==> src/rtl/cpu_pkg.sv <==
// Shared execute-stage definitions: opcode values, default datapath sizes and the FSM encoding.
package cpu_pkg;

    localparam int WIDTH_DEF = 16;
    localparam int NREG_DEF  = 4;

    localparam logic [3:0] OP_MOV = 4'h0;
    localparam logic [3:0] OP_ADD = 4'h1;
    localparam logic [3:0] OP_SUB = 4'h2;
    localparam logic [3:0] OP_AND = 4'h3;
    localparam logic [3:0] OP_OR  = 4'h4;
    localparam logic [3:0] OP_XOR = 4'h5;
    localparam logic [3:0] OP_NOT = 4'h6;
    localparam logic [3:0] OP_SHL = 4'h7;
    localparam logic [3:0] OP_SHR = 4'h8;
    localparam logic [3:0] OP_CMP = 4'h9;
    localparam logic [3:0] OP_MUL = 4'hA;

    typedef enum logic {
        ST_IDLE = 1'b0,
        ST_MUL  = 1'b1
    } exec_state_t;

endpackage

==> src/rtl/alu_mul_seq.sv <==
// Iterative shift-add multiplier: one partial-product step per cycle, WIDTH steps after start.
// Instantiated by alu_exec_stage only when MUL_EN is defined.
module alu_mul_seq
    import cpu_pkg::*;
#(
    parameter int WIDTH = WIDTH_DEF
) (
    input  logic                 clk,
    input  logic                 rst,
    input  logic                 start,
    input  logic [WIDTH-1:0]     a,
    input  logic [WIDTH-1:0]     b,
    output logic                 done,
    output logic [2*WIDTH-1:0]   product
);
    localparam int CW = (WIDTH > 1) ? $clog2(WIDTH) : 1;

    logic [2*WIDTH-1:0] acc_q;
    logic [2*WIDTH-1:0] mcand_q;
    logic [WIDTH-1:0]   mplier_q;
    logic [CW-1:0]      cnt_q;
    logic               run_q;
    logic               done_q;
    logic [2*WIDTH-1:0] acc_d;

    // Add the shifted multiplicand when the current multiplier LSB is set.
    assign acc_d = mplier_q[0] ? (acc_q + mcand_q) : acc_q;

    always_ff @(posedge clk or negedge rst) begin
        if (!rst) begin
            acc_q    <= '0;
            mcand_q  <= '0;
            mplier_q <= '0;
            cnt_q    <= '0;
            run_q    <= 1'b0;
            done_q   <= 1'b0;
        end else begin
            done_q <= 1'b0;
            if (start) begin
                acc_q    <= '0;
                mcand_q  <= {{WIDTH{1'b0}}, a};
                mplier_q <= b;
                cnt_q    <= '0;
                run_q    <= 1'b1;
            end else if (run_q) begin
                acc_q    <= acc_d;
                mcand_q  <= mcand_q << 1;
                mplier_q <= mplier_q >> 1;
                cnt_q    <= cnt_q + 1'b1;
                if (cnt_q == CW'(WIDTH - 1)) begin
                    run_q  <= 1'b0;
                    done_q <= 1'b1;
                end
            end
        end
    end

    assign done    = done_q;
    assign product = acc_q;

endmodule

==> src/rtl/alu_exec_stage.sv <==
// Execute stage: single-cycle ALU ops with registered result/flags and one-hot writeback enable.
// Define MUL_EN to build opcode A as an iterative multiplier (otherwise A behaves as a NOP).
module alu_exec_stage
    import cpu_pkg::*;
#(
    parameter int WIDTH = WIDTH_DEF,
    parameter int NREG  = NREG_DEF
) (
    input  logic                    clk,
    input  logic                    rst,
    input  logic                    en_in,
    input  logic [3:0]              op,
    input  logic [$clog2(NREG)-1:0] rd,
    input  logic [WIDTH-1:0]        rd_q,
    input  logic [WIDTH-1:0]        rs_q,
    output logic                    en_out,
    output logic [WIDTH-1:0]        alu_out,
    output logic [NREG-1:0]         reg_en,
    output logic                    busy,
    output logic                    zf,
    output logic                    cf
);
    localparam int IW = $clog2(NREG);

    exec_state_t        state_q;
    logic               en_out_q;
    logic [WIDTH-1:0]   alu_out_q;
    logic [NREG-1:0]    reg_en_q;
    logic               zf_q;
    logic               cf_q;

    logic [WIDTH:0]     sum_d;
    logic [WIDTH:0]     diff_d;
    logic [WIDTH-1:0]   res_d;
    logic               cf_d;
    logic               wr_d;
    logic               upd_d;
    logic [NREG-1:0]    onehot_d;

    // Extra MSB carries the carry-out of the add and the borrow of the subtract.
    assign sum_d  = {1'b0, rd_q} + {1'b0, rs_q};
    assign diff_d = {1'b0, rd_q} - {1'b0, rs_q};

    always_comb begin
        res_d = '0;
        cf_d  = 1'b0;
        wr_d  = 1'b1;
        upd_d = 1'b1;
        case (op)
            OP_MOV: res_d = rs_q;
            OP_ADD: begin
                res_d = sum_d[WIDTH-1:0];
                cf_d  = sum_d[WIDTH];
            end
            OP_SUB: begin
                res_d = diff_d[WIDTH-1:0];
                cf_d  = diff_d[WIDTH];
            end
            OP_AND: res_d = rd_q & rs_q;
            OP_OR:  res_d = rd_q | rs_q;
            OP_XOR: res_d = rd_q ^ rs_q;
            OP_NOT: res_d = ~rs_q;
            OP_SHL: begin
                res_d = {rd_q[WIDTH-2:0], 1'b0};
                cf_d  = rd_q[WIDTH-1];
            end
            OP_SHR: begin
                res_d = {1'b0, rd_q[WIDTH-1:1]};
                cf_d  = rd_q[0];
            end
            OP_CMP: begin
                res_d = diff_d[WIDTH-1:0];
                cf_d  = diff_d[WIDTH];
                wr_d  = 1'b0;
            end
            // MUL never reaches this path when the multiplier is built; otherwise it is a NOP.
            OP_MUL: begin
                wr_d  = 1'b0;
                upd_d = 1'b0;
            end
            default: begin
                wr_d  = 1'b0;
                upd_d = 1'b0;
            end
        endcase
    end

    genvar gi;
    generate
        for (gi = 0; gi < NREG; gi++) begin : g_onehot
            assign onehot_d[gi] = (rd == IW'(gi));
        end
    endgenerate

`ifdef MUL_EN
    logic                busy_q;
    logic [IW-1:0]       rd_lat_q;
    logic                mul_start_d;
    logic                mul_done;
    logic [2*WIDTH-1:0]  mul_product;

    assign mul_start_d = (state_q == ST_IDLE) && en_in && (op == OP_MUL);

    alu_mul_seq #(
        .WIDTH (WIDTH)
    ) u_mul (
        .clk     (clk),
        .rst     (rst),
        .start   (mul_start_d),
        .a       (rd_q),
        .b       (rs_q),
        .done    (mul_done),
        .product (mul_product)
    );

    assign busy = busy_q;
`else
    assign busy = 1'b0;
`endif

    always_ff @(posedge clk or negedge rst) begin
        if (!rst) begin
            state_q   <= ST_IDLE;
            en_out_q  <= 1'b0;
            alu_out_q <= '0;
            reg_en_q  <= '0;
            zf_q      <= 1'b0;
            cf_q      <= 1'b0;
`ifdef MUL_EN
            busy_q    <= 1'b0;
            rd_lat_q  <= '0;
`endif
        end else begin
            en_out_q <= 1'b0;
            reg_en_q <= '0;
            case (state_q)
                ST_IDLE: begin
`ifdef MUL_EN
                    if (mul_start_d) begin
                        state_q  <= ST_MUL;
                        busy_q   <= 1'b1;
                        rd_lat_q <= rd;
                    end else
`endif
                    if (en_in) begin
                        en_out_q <= 1'b1;
                        if (upd_d) begin
                            zf_q <= (res_d == '0);
                            cf_q <= cf_d;
                        end
                        if (wr_d) begin
                            alu_out_q <= res_d;
                            reg_en_q  <= onehot_d;
                        end
                    end
                end
`ifdef MUL_EN
                // en_in is ignored here; the result is registered the cycle after the last step.
                ST_MUL: begin
                    if (mul_done) begin
                        state_q   <= ST_IDLE;
                        busy_q    <= 1'b0;
                        en_out_q  <= 1'b1;
                        alu_out_q <= mul_product[WIDTH-1:0];
                        reg_en_q  <= NREG'(1) << rd_lat_q;
                        zf_q      <= (mul_product[WIDTH-1:0] == '0);
                        cf_q      <= |mul_product[2*WIDTH-1:WIDTH];
                    end
                end
`endif
                default: state_q <= ST_IDLE;
            endcase
        end
    end

    assign en_out  = en_out_q;
    assign alu_out = alu_out_q;
    assign reg_en  = reg_en_q;
    assign zf      = zf_q;
    assign cf      = cf_q;

endmodule
==> config.mk <==
export PLATFORM = sky130hd
export DESIGN_NAME = alu_exec_stage
export DESIGN_NICKNAME = d
export VERILOG_FILES = /design/src/rtl/cpu_pkg.sv /design/src/rtl/alu_mul_seq.sv /design/src/rtl/alu_exec_stage.sv
export SDC_FILE = /design/constraint.sdc
export NUM_CORES = 1
export LEC_CHECK = 0
export CORE_ASPECT_RATIO = 1.25
export CORE_UTILIZATION = 41
export DETAILED_ROUTE_END_ITERATION = 10
export PLACE_DENSITY_LB_ADDON = 0.12
export SYNTH_ARGS = -nofsm -noshare
export SYNTH_HDL_FRONTEND = slang
export SYNTH_HIERARCHICAL = 1
export SYNTH_SLANG_ARGS = --single-unit
==> constraint.sdc <==
create_clock -name clk -period 1.05 [get_ports clk]
set_input_delay 0.21 -clock clk [delete_from_list [all_inputs] [get_ports clk]]
set_output_delay 0.21 -clock clk [all_outputs]
set_load 0.01 [all_outputs]
==> results of run 1 <==
synth_stat cells, types with 6 or more instances:
cell	n
nor2_1	53
ha_1	52
inv_1	52
nand2_1	42
a21oi_1	37
o21ai_0	37
dfrtp_1	23
buf_2	21
nor3_1	16
clkbuf_1	13
a221oi_1	11
mux2i_1	11
nand3_1	11
nor2b_1	11
mux2_2	10
o211ai_1	9
o22ai_1	9
a211oi_1	8
nand2b_1	8
nor3b_1	8
or3_1	7
a32oi_1	6
and2_1	6
o31ai_1	6
through the flow:
step           hold WS (ns)  setup WS [ns]  TNS, ns  instances  util (%)
4_1_cts               0.303          -1.57   -21.54       1054      82.3
3_5_place_dp          0.473          -2.57   -41.03        983      67.4
3_3_place_gp          0.461          -2.38   -39.71        983      67.4
2_1_floorplan       -0.0856          -1.47   -19.16        590         -
routing by layer:
metal / overflow / track usage, %
met2: 79 / 91.4
met1: 2 / 65.8
met3: 6 / 46.4
met5: 0 / 1.96
met4: 43 / 74.8
repair_timing:
item	in CTS
cloned	5
setup endpoints to repair	45
pin swaps	90
endpoints found under the hold margin	0
buffers inserted	64
gates resized for setup	423
logic make-up after synthesis:
| logic type | count (synthesis) |
|---|---|
| AO/OA/AOI/OAI | 205 |
| XOR/XNOR | 3 |
| adder cells (fa/ha/maj) | 54 |
| buffers and inverters | 94 |
| flip-flops | 23 |
| multiplexers | 21 |
| other | 1 |
| AND/OR/NAND/NOR | 189 |
==> impl_metrics.py, run 1 <==
metrics = {
    "timing": {
        "endpoint_type": "register input",
        "worst_endpoint": "zf$_DFFE_PN0P_/D",
    },
    "placed_design": {
        "postPlaceCellArea_um2": 6910,
        "place.gp.congestion": 0.988,
        "place_hpwl_um": 15700,
        "numPortBuffers": 63,
    },
    "synthesis": {
        "synth_compound_area_share_pct": 34.1,
        "ys_async_sr_fraction_pct": 100,
        "synth_edf_count": 0,
        "syn_area_um2": 4380,
        "synthMuxAreaShare_pct": 5.09,
        "synth_nets": 685,
        "synth.area.top_cells": "ha_1 (15%), dfrtp_1 (13%), nor2_1 (4.5%)",
        "yosysTopAreaCellShare_pct": 14.9,
        "synth-seq-cells": 23,
        "synth-xor-area-share_pct": 0.600,
        "synthAdderAreaFrac_pct": 15.8,
        "synth-main-ff-cell": "dfrtp_1",
        "yosysWarnings": 6,
        "syn_inst": 590,
        "syn_area_per_cell_um2": 7.42,
        "synth-simple-area-share_pct": 21.9,
        "synth_largest_area_cell": "ha_1",
        "synth_top_family_by_area": "compound AO/OA/AOI/OAI gates",
        "yosysUniqueCellTypes": 81,
        "ys_seq_area_share_pct": 13.1,
    },
    "clock_tree": {
        "postCtsHoldBufs": 0,
        "cts-root-buf": "clkbuf_16",
        "cts_buffers": 3,
        "cts_htree_levels": 1,
        "cts_max_path_buffers": 2,
        "cts.sink_count": 23,
    },
    "floorplanning": {
        "start_util_pct": 42.7,
        "row_count": 41,
        "die_h_um": 118,
        "top_level_ports": 65,
        "die_w_um": 94.4,
    },
    "grt": {
        "overflow": 130,
        "grt_max_degree": 24,
        "track_usage_pct": 68.8,
    },
    "status": {
        "firstError": "[ERROR GRT-0232] Routing congestion too high. Check the congestion heatmap in the GUI.",
        "status": "stopped before the end",
        "haltStage": "5_1_grt",
    },
}
==> inputs of run 2 (changes only) <==
Settings changed: CORE_ASPECT_RATIO 1.25 to default, CORE_UTILIZATION 41 to 26, PLACE_DENSITY_LB_ADDON 0.12 to 0.15.
==> run 2 against run 1 <==
Against the previous run:
- the flow now finishes, with violations (negative setup slack)
- synthesized cell count unchanged
- area after synthesis unchanged
==> impl_metrics.py, run 2 <==
metrics = {
    "clock_tree": {
        "cts_tree": "done",
        "cts_buffers": 3,
        "postCtsHoldBufs": 0,
        "cts_max_path_buffers": 2,
        "cts-root-buf": "clkbuf_16",
        "cts.sink_count": 23,
        "clk_latency_ns": 0.25,
        "clk_pin_slew_worst_paths_ns": 0.06,
        "cts_htree_levels": 1,
    },
    "placed_design": {
        "placed_cells": 1100,
        "place_hpwl_um": 17500,
        "place.gp.congestion": 0.940,
        "numPortBuffers": 63,
    },
    "timing": {
        "max_clock_freq_mhz": 393,
        "setup_viol": 22,
        "slew_viol_final": 0,
        "fin_ws_ns": -1.50,
        "fin_crit_sh_pct": 242,
        "finalHoldViolations": 0,
        "tightest_slew_ns": 0.694,
        "rsz0062_at_grt": "yes",
        "skew_ns": 0,
        "slew_headroom_pct": 53.3,
        "fin_crit_ns": 2.55,
        "whs_ns": 0.305,
    },
    "grt": {
        "antenna_found_initial": 0,
        "grt_max_degree": 24,
        "grt_pass1_wl_um": 35800,
        "grt_pass1_vias": 6372,
        "overflow": 0,
        "track_usage_pct": 26.4,
    },
    "worst_setup_path": {
        "critPathBufInv": 3,
        "cp.required_ns": 1.22,
        "crit_arrival_ns": 2.72,
        "path_cells": "buf_8 -> inv_4 -> ha_4 -> buf_6 -> o2111ai_4 -> or4_4 -> a31oi_4 -> a2111oi_1 -> or4_1 -> o22a_1 -> nand2b_4 -> o31ai_2",
        "worstPathMaxFanout": 4,
        "cp.depth": 12,
        "path_class": "in2reg",
        "cp-start-kind": "input port",
        "crit_family": "simple AND/OR/NAND/NOR gates",
        "cp-end-kind": "register",
        "slowest_delay_ns": 0.55,
        "cp_slowest_cell": "or4_4",
        "r2r_cells": 2,
    },
    "synthesis": {
        "yosysWarnings": 6,
        "syn_area_um2": 4380,
        "synth_largest_area_cell": "ha_1",
        "netlist_top_cells_count": "nor2_1 (53), ha_1 (52), inv_1 (52), nand2_1 (42)",
        "yosysTopAreaCellShare_pct": 14.9,
        "syn_area_per_cell_um2": 7.42,
        "post-synth-top-count-cell": "nor2_1",
        "yosysUniqueCellTypes": 81,
        "synth-main-ff-cell": "dfrtp_1",
        "synth_nets": 685,
        "synth-seq-cells": 23,
        "syn_inst": 590,
        "synth_edf_count": 0,
        "synth.area.top_cells": "ha_1 (15%), dfrtp_1 (13%), nor2_1 (4.5%)",
        "ys_async_sr_fraction_pct": 100,
        "ys_seq_area_share_pct": 13.1,
    },
    "pwr": {
        "intPower_mw": 4.19,
        "switching_share_pct": 39.6,
        "p_switching_mw": 2.75,
        "ir_drop_v": 0.000880,
        "p_seq_share_pct": 15.9,
        "p_leak_nw": 4.13,
        "combPwrFrac_pct": 72.2,
        "pwr-share-clk_pct": 11.9,
        "power.density_nw_per_um2": 757,
    },
    "route": {
        "viasPerCell": 5.33,
        "drt-pass1-iter-count": 5,
        "vias": 6268,
        "antenna_left": 0,
        "drc": 0,
        "avgRoutedWirePerCell_um": 19.9,
        "dr.first_iter.drc_count": 439,
        "drt-total-wl_um": 23400,
    },
    "finish": {
        "layout-drive-gt1-share_pct": 61.0,
        "nets": 1052,
        "final_cells": 1176,
        "area_delta_synth_final_pct": 109,
        "final_cell_mix": "buf_4 (279), buf_6 (52), nor2_1 (41)",
        "mostFrequentLayoutCell": "buf_4",
        "antenna-diode-count": 0,
        "largest_reg_flops": 16,
    },
    "flow_run": {
        "maxCapViolations": 0,
    },
    "floorplanning": {
        "top_level_ports": 65,
        "die_w_um": 132,
        "start_util_pct": 26.5,
        "die_area_um2": 17400,
        "core_area_um2": 16500,
        "die_h_um": 132,
        "row_count": 47,
    },
    "status": {
        "status": "finished with violations",
        "failed_checks": "negative setup slack",
    },
    "hold_path": {
        "holdCritPathClass": "in2async",
    },
}
## run 2: cell counts after synthesis
No cell type changed its count.
## run 2: what timing repair did
item | in CTS | in global routing
resized for setup | 425 | 95
pin swaps | 97 | 52
gates cloned | 3 | 0
hold endpoints to repair | 0 | 0
endpoints found under the setup margin | 45 | 23
buffers inserted | 63 | 17
## run 2: final timing paths
path                        startpoint          end  slack, ns
setup / recovery               rs_q[5]           zf      -1.50
hold / removal                     rst  alu_out[12]       0.31
hold reg to reg             alu_out[2]   alu_out[2]       0.47
min in group clk            alu_out[2]   alu_out[2]       0.47
max in group asynchronous          rst           cf       0.61
setup reg to reg           alu_out[14]  alu_out[14]       0.16
## run 2: layer usage
layer  part of all wire, %  GRT usage (%)
met1                    44           35.0
met2                    47           44.7
met3                   5.4           2.15
met4                   3.1           9.30
met5                     0              0
## run 2: cell type report
class	count	area, µm²
clock buffers	3	75.1
repair buffers	403	3400
fillers	1510	7360
clock inverters	1	5.00
flip-flops and latches	23	576
multi-input cells	473	4590
well taps	220	275
inverters	53	239
## run 2: cells by family (layout without fill, tap and decap cells)
logic type | Yosys count | count (layout) | share of synthesized area, %
AND/OR/NAND/NOR | 189 | 189 | 21.9
AO/OA/AOI/OAI | 205 | 205 | 34.1
multiplexers | 21 | 21 | 5.09
other | 1 | 1 | 0.0856
buffers and inverters | 94 | 460 | 9.37
XOR/XNOR | 3 | 3 | 0.600
flip-flops | 23 | 23 | 13.1
adder cells (fa/ha/maj) | 54 | 54 | 15.8
## run 2: power by group through the flow
stage	logic, mW	clock network, mW	registers, mW
after floorplan	1.52	0	1.18
after global placement	3.72	0	1.12
after detailed placement	3.72	0	1.13
after CTS	4.58	0.848	1.10
after global routing	5.32	0.873	1.12
final	5.01	0.827	1.10
## run 2: stage by stage
step                power [mW]  setup slack [ns]  setup TNS [ns]  util, %  instance area [µm²]
floorplan                 2.70             -1.47          -19.16        -                 4550
global placement          4.84             -2.53          -41.43     43.9                 7250
detailed placement        4.85             -2.47          -41.68     43.9                 7250
CTS                       6.53             -1.47          -22.13     52.5                 8670
global route              7.31             -1.60          -23.25     55.5                 9170
finish                    6.94             -1.50          -21.97     55.5                 9170
(Power assumes the default switching activity.)
==> inputs of run 3 (changes only) <==
Settings changed: CELL_PAD_IN_SITES_DETAIL_PLACEMENT from default to 1, CELL_PAD_IN_SITES_GLOBAL_PLACEMENT from default to 2.
==> run 3 against run 2 <==
Against the previous run:
- the flow still finishes with violations (negative setup slack)
- critical path depth grew 1
- register-to-register slack got worse by 0.06 ns
- die area unchanged
- fmax shrank 2.8%
- wire length up 20%
- via count rose by 5.5%
- critical endpoint unchanged
- largest cell class unchanged
- highest routed layer unchanged
==> impl_metrics.py, run 3 (synthesis gave the netlist of run 2 again) <==
metrics = {
    "placed_design": {
        "place.gp.congestion": 0.938,
        "place_hpwl_um": 19600,
        "numPortBuffers": 63,
        "placed_cells": 1109,
        "dp_slack_ns": -2.52,
    },
    "worst_setup_path": {
        "cp-start-kind": "input port",
        "r2r_setup_slack_ns": 0.10,
        "r2r_cells": 4,
        "r2r-end": "cf",
        "cp.required_ns": 1.23,
        "r2r-start": "cf",
        "path_class": "in2reg",
        "crit_arrival_ns": 2.80,
        "cp-end-kind": "register",
        "worstPathMaxFanout": 4,
    },
    "clock_tree": {
        "cts_buffers": 3,
        "cts_tree": "done",
        "cts-root-buf": "clkbuf_16",
        "cts_max_path_buffers": 2,
        "clk_latency_ns": 0.26,
        "cts_htree_levels": 1,
        "clk_pin_slew_worst_paths_ns": 0.06,
        "postCtsHoldBufs": 0,
        "cts.sink_count": 23,
    },
    "grt": {
        "overflow": 0,
        "track_usage_pct": 30.3,
        "grt_pass1_wl_um": 40600,
        "grt_pass1_vias": 7092,
        "antenna_found_initial": 0,
        "grt_max_degree": 24,
    },
    "floorplanning": {
        "die_w_um": 132,
        "top_level_ports": 65,
        "core_area_um2": 16500,
        "start_util_pct": 26.5,
        "die_h_um": 132,
        "die_area_um2": 17400,
        "row_count": 47,
    },
    "finish": {
        "n_fill_cell": 1921,
        "nets": 1069,
        "layout-drive-gt1-share_pct": 62.9,
        "antenna-diode-count": 0,
        "multi_input_area_um2": 4590,
        "area.sequential_um2": 576,
        "area_delta_synth_final_pct": 112,
        "final_cells": 1193,
        "final_cell_mix": "buf_4 (293), buf_6 (59), nor2_1 (41)",
        "mostFrequentLayoutCell": "buf_4",
        "largest_reg_flops": 16,
        "fin_util_pct": 56.2,
    },
    "route": {
        "avgRoutedWirePerCell_um": 23.4,
        "drt-total-wl_um": 28000,
        "drt-pass1-iter-count": 8,
        "dr.first_iter.drc_count": 407,
        "antenna_left": 0,
        "vias": 6613,
        "viasPerCell": 5.54,
        "drc": 0,
    },
    "timing": {
        "rsz0062_at_grt": "yes",
        "setup_viol": 22,
        "max_clock_freq_mhz": 382,
        "skew_ns": 0,
        "slew_viol_final": 0,
        "fin_crit_ns": 2.62,
        "tightest_slew_ns": 0.673,
        "fin_crit_sh_pct": 249,
        "slew_headroom_pct": 54.8,
        "fin_ws_ns": -1.57,
        "tns_ns": -24.46,
        "finalHoldViolations": 0,
    },
    "pwr": {
        "power.density_nw_per_um2": 769,
        "p_leak_nw": 4.23,
        "ir_drop_v": 0.000730,
    },
    "flow_run": {
        "maxCapViolations": 0,
    },
    "status": {
        "status": "finished with violations",
        "failed_checks": "negative setup slack",
    },
    "hold_path": {
        "holdCritPathClass": "in2async",
    },
}
==> run 3: metal layers <==
layer / global-route usage [%] / part of all wire [%] / wire length [µm]
met1: 36.7 / 41 / 11400
met2: 54.0 / 50 / 13800
met3: 2.96 / 4.7 / 1300
met4: 13.4 / 4.9 / 1380
met5: 0 / 0 / 0
==> run 3: worst max-delay path: stages <==
cell	delay, ns
buf_8	0.08
inv_6	0.03
ha_4	0.26
buf_4	0.17
buf_4	0.15
nor3_4	0.05
a2111o_1	0.43
a2111oi_4	0.54
o211ai_1	0.21
nor4_2	0.23
buf_4	0.16
nand4_1	0.08
o31ai_2	0.18
==> run 3: timing repair <==
item	CTS	global route
gates resized for setup	429	84
hold endpoints to repair	0	0
gates cloned	5	0
buffers inserted	68	18
setup endpoints to repair	45	25
pin swaps	97	59
==> run 3: worst max path at each step <==
stage | start | endpoint | slack (ns) | depth (start not counted)
after floorplan | rd_q[1] | zf | -1.47 | 10
after global placement | rd_q[0] | zf | -2.43 | 12
after detailed placement | rd_q[0] | zf | -2.52 | 12
after CTS | rd_q[4] | zf | -1.59 | 13
after global routing | rd_q[14] | zf | -1.70 | 11
final | rd_q[4] | zf | -1.57 | 13
==> run 3: area by class of cell <==
| cell class | count | share of cell area [%] |
|---|---|---|
| clock buffers | 3 | 0.808 |
| inverters | 53 | 2.44 |
| well taps | 220 | 2.96 |
| multi-input cells | 473 | 49.4 |
| clock inverters | 1 | 0.0539 |
| repair buffers | 420 | 38.1 |
| flip-flops and latches | 23 | 6.19 |
==> run 3: stage by stage <==
| step | power [mW] | cell area [µm²] | hold WS, ns |
|---|---|---|---|
| 3_3_place_gp | 4.86 | 7310 | 0.462 |
| 2_1_floorplan | 2.70 | 4550 | -0.0856 |
| 6_report | 7.15 | 9290 | 0.299 |
| 3_5_place_dp | 4.94 | 7310 | 0.475 |
| 4_1_cts | 6.67 | 8870 | 0.316 |
| 5_1_grt | 7.49 | 9290 | 0.312 |
==> run 3: power by group <==
part / total, mW / switching [mW] / internal (mW)
sequential: 1.10 / 0.0685 / 1.03
combinational: 5.22 / 2.55 / 2.67
clock: 0.833 / 0.320 / 0.513
==> inputs of run 4 (changes only) <==
Settings changed: PLACE_DENSITY from default to 0.71, PLACE_DENSITY_LB_ADDON 0.15 to default.
==> run 4 against run 3 <==
Against the previous run:
- the run still ends with negative setup slack left
- clock power rose by 2.6%
- sequential share of layout area is 0.086 points lower
- wire length grew 11%
- sequential power is essentially flat
- register-to-register slack gained 0.06 ns
- cell count up 0.42%
- total power grew 4.2%
- hold slack lost 0.0048 ns
- fmax is 6.6% lower
- count of clock-buffer cells in the layout stayed put
- non-clock buffer count up 4
- critical path type unchanged
- critical endpoint unchanged
- largest cell class unchanged
==> impl_metrics.py, run 4 (synthesis gave the netlist of run 2 again) <==
metrics = {
    "floorplanning": {
        "die_area_um2": 17400,
        "start_util_pct": 26.5,
        "die_h_um": 132,
        "top_level_ports": 65,
        "row_count": 47,
        "core_area_um2": 16500,
        "die_w_um": 132,
    },
    "clock_tree": {
        "cts.sink_count": 23,
        "cts_max_path_buffers": 2,
        "clk_pin_slew_worst_paths_ns": 0.06,
        "clk_latency_ns": 0.27,
        "cts-root-buf": "clkbuf_16",
        "cts_htree_levels": 1,
        "cts_tree": "done",
        "cts_buffers": 3,
    },
    "placed_design": {
        "place.gp.congestion": 0.962,
        "placed_cells": 1100,
        "place_hpwl_um": 19700,
        "numPortBuffers": 63,
    },
    "grt": {
        "grt_busiest_layer": "met2",
        "grt_pass1_wl_um": 42400,
        "grtUsageMet1_pct": 36.9,
        "grt_pass1_vias": 7306,
        "antenna_found_initial": 1,
        "overflow": 0,
        "grt_max_degree": 24,
        "use_met2_pct": 57.1,
        "track_usage_pct": 31.7,
        "use_met3_pct": 3.96,
    },
    "pwr": {
        "intPower_mw": 4.30,
        "p_switching_mw": 3.15,
        "pwr-share-clk_pct": 11.5,
        "combPwrFrac_pct": 73.7,
        "p_seq_share_pct": 14.8,
        "ir_drop_v": 0.000840,
        "power.density_nw_per_um2": 790,
        "p_leak_nw": 4.27,
        "switching_share_pct": 42.3,
    },
    "worst_setup_path": {
        "crit_family": "compound AO/OA/AOI/OAI gates",
        "critPathBufInv": 6,
        "cp_slowest_cell": "a2111o_1",
        "cp-end-kind": "register",
        "path_class": "in2reg",
        "cp.required_ns": 1.23,
        "slowest_delay_ns": 0.46,
        "worstPathMaxFanout": 3,
        "path_cells": "buf_8 -> inv_6 -> ha_4 -> buf_6 -> buf_6 -> nor3_4 -> a2111o_1 -> a2111oi_2 -> buf_4 -> o211ai_1 -> nor4_2 -> buf_4 -> nand4_1 -> o31ai_2",
        "cp-start-kind": "input port",
        "crit_arrival_ns": 2.98,
    },
    "route": {
        "dr.first_iter.drc_count": 550,
        "drt-total-wl_um": 30900,
        "vias": 7029,
        "antenna_left": 0,
        "viasPerCell": 5.87,
        "drc": 0,
        "avgRoutedWirePerCell_um": 25.8,
        "drt-pass1-iter-count": 5,
    },
    "timing": {
        "max_clock_freq_mhz": 357,
        "tightest_slew_ns": 0.612,
        "rsz0062_at_grt": "yes",
        "setup_viol": 22,
        "slew_headroom_pct": 58.9,
        "slew_viol_final": 0,
        "whs_ns": 0.294,
        "fin_crit_ns": 2.80,
        "finalHoldViolations": 0,
        "tns_ns": -25.56,
        "fin_ws_ns": -1.75,
        "skew_ns": 0,
        "fin_crit_sh_pct": 267,
    },
    "finish": {
        "final_cells": 1198,
        "area_delta_synth_final_pct": 115,
        "n_fill_cell": 1901,
        "layout-drive-gt1-share_pct": 62.8,
        "final_cell_mix": "buf_4 (288), buf_6 (71), nor2_1 (40)",
        "mostFrequentLayoutCell": "buf_4",
        "nets": 1073,
        "largest_reg_flops": 16,
    },
    "status": {
        "failed_checks": "negative setup slack",
        "status": "finished with violations",
    },
    "hold_path": {
        "holdCritPathClass": "in2async",
    },
    "flow_run": {
        "maxCapViolations": 0,
    },
}
-- run 4: changes by cell type in the layout (fill, tap and decap cells not counted), moves of 4 or more --
cell,change
buf_6,+12
ha_1,-6
buf_4,-5
a21oi_2,-4
buf_8,+4
ha_4,+4
inv_2,-4
-- run 4: power by group through the flow --
stage	Clock, mW	Sequential, mW	Combinational [mW]
floorplan	0	1.18	1.52
global route	0.890	1.12	5.71
CTS	0.865	1.10	4.79
global placement	0	1.11	3.70
finish	0.855	1.10	5.49
detailed placement	0	1.12	3.80
-- run 4: metrics by stage --
stage                     power [mW]  worst slack [ns]  instance area [µm²]  util, %
final                           7.45             -1.75                 9420     57.0
after global routing            7.72             -1.82                 9420     57.0
after CTS                       6.75             -1.56                 8900     53.8
after detailed placement        4.93             -2.60                 7250     43.9
after global placement          4.81             -2.53                 7250     43.9
after floorplan                 2.70             -1.47                 4550        -
-- run 4: final cells by class --
| type | instances | area (µm²) | area share, % |
|---|---|---|---|
| repair buffers | 424 | 3590 | 38.1 |
| flip-flops and latches | 23 | 576 | 6.11 |
| inverters | 53 | 234 | 2.48 |
| diodes | 1 | 2.50 | 0.0266 |
| clock buffers | 3 | 75.1 | 0.797 |
| clock inverters | 1 | 5.00 | 0.0531 |
| well taps | 220 | 275 | 2.92 |
| multi-input cells | 473 | 4670 | 49.5 |
-- run 4: path summary, 6_finish.rpt --
check	endpoint	from	slack, ns	depth (start not counted)
setup / recovery	zf	rs_q[4]	-1.75	14
hold / removal	alu_out[1]	rst	0.29	2
setup reg to reg	alu_out[14]	alu_out[14]	0.16	2
hold reg to reg	alu_out[7]	alu_out[7]	0.51	1
max in group asynchronous	reg_en[1]	rst	0.61	2
min in group clk	alu_out[7]	alu_out[7]	0.51	1
-- run 4: timing repair --
| item | in CTS | in global routing |
|---|---|---|
| gates resized for setup | 467 | 80 |
| hold buffers | 0 | 0 |
| pin swaps | 103 | 71 |
| cloned | 2 | 1 |
| buffers inserted | 77 | 30 |
| setup endpoints to repair | 45 | 22 |
-- run 4: routing by layer --
layer | vias to the layer above | wire (µm)
li1 | 2980 | -
met1 | 3484 | 11600
met2 | 387 | 15100
met3 | 178 | 2040
met4 | 0 | 2180
met5 | - | 0
-- run 4: worst register-to-register path, stage by stage (launching register included) --
cell,delay (ns)
dfrtp_1,0.39
buf_4,0.13
mux2_4,0.26
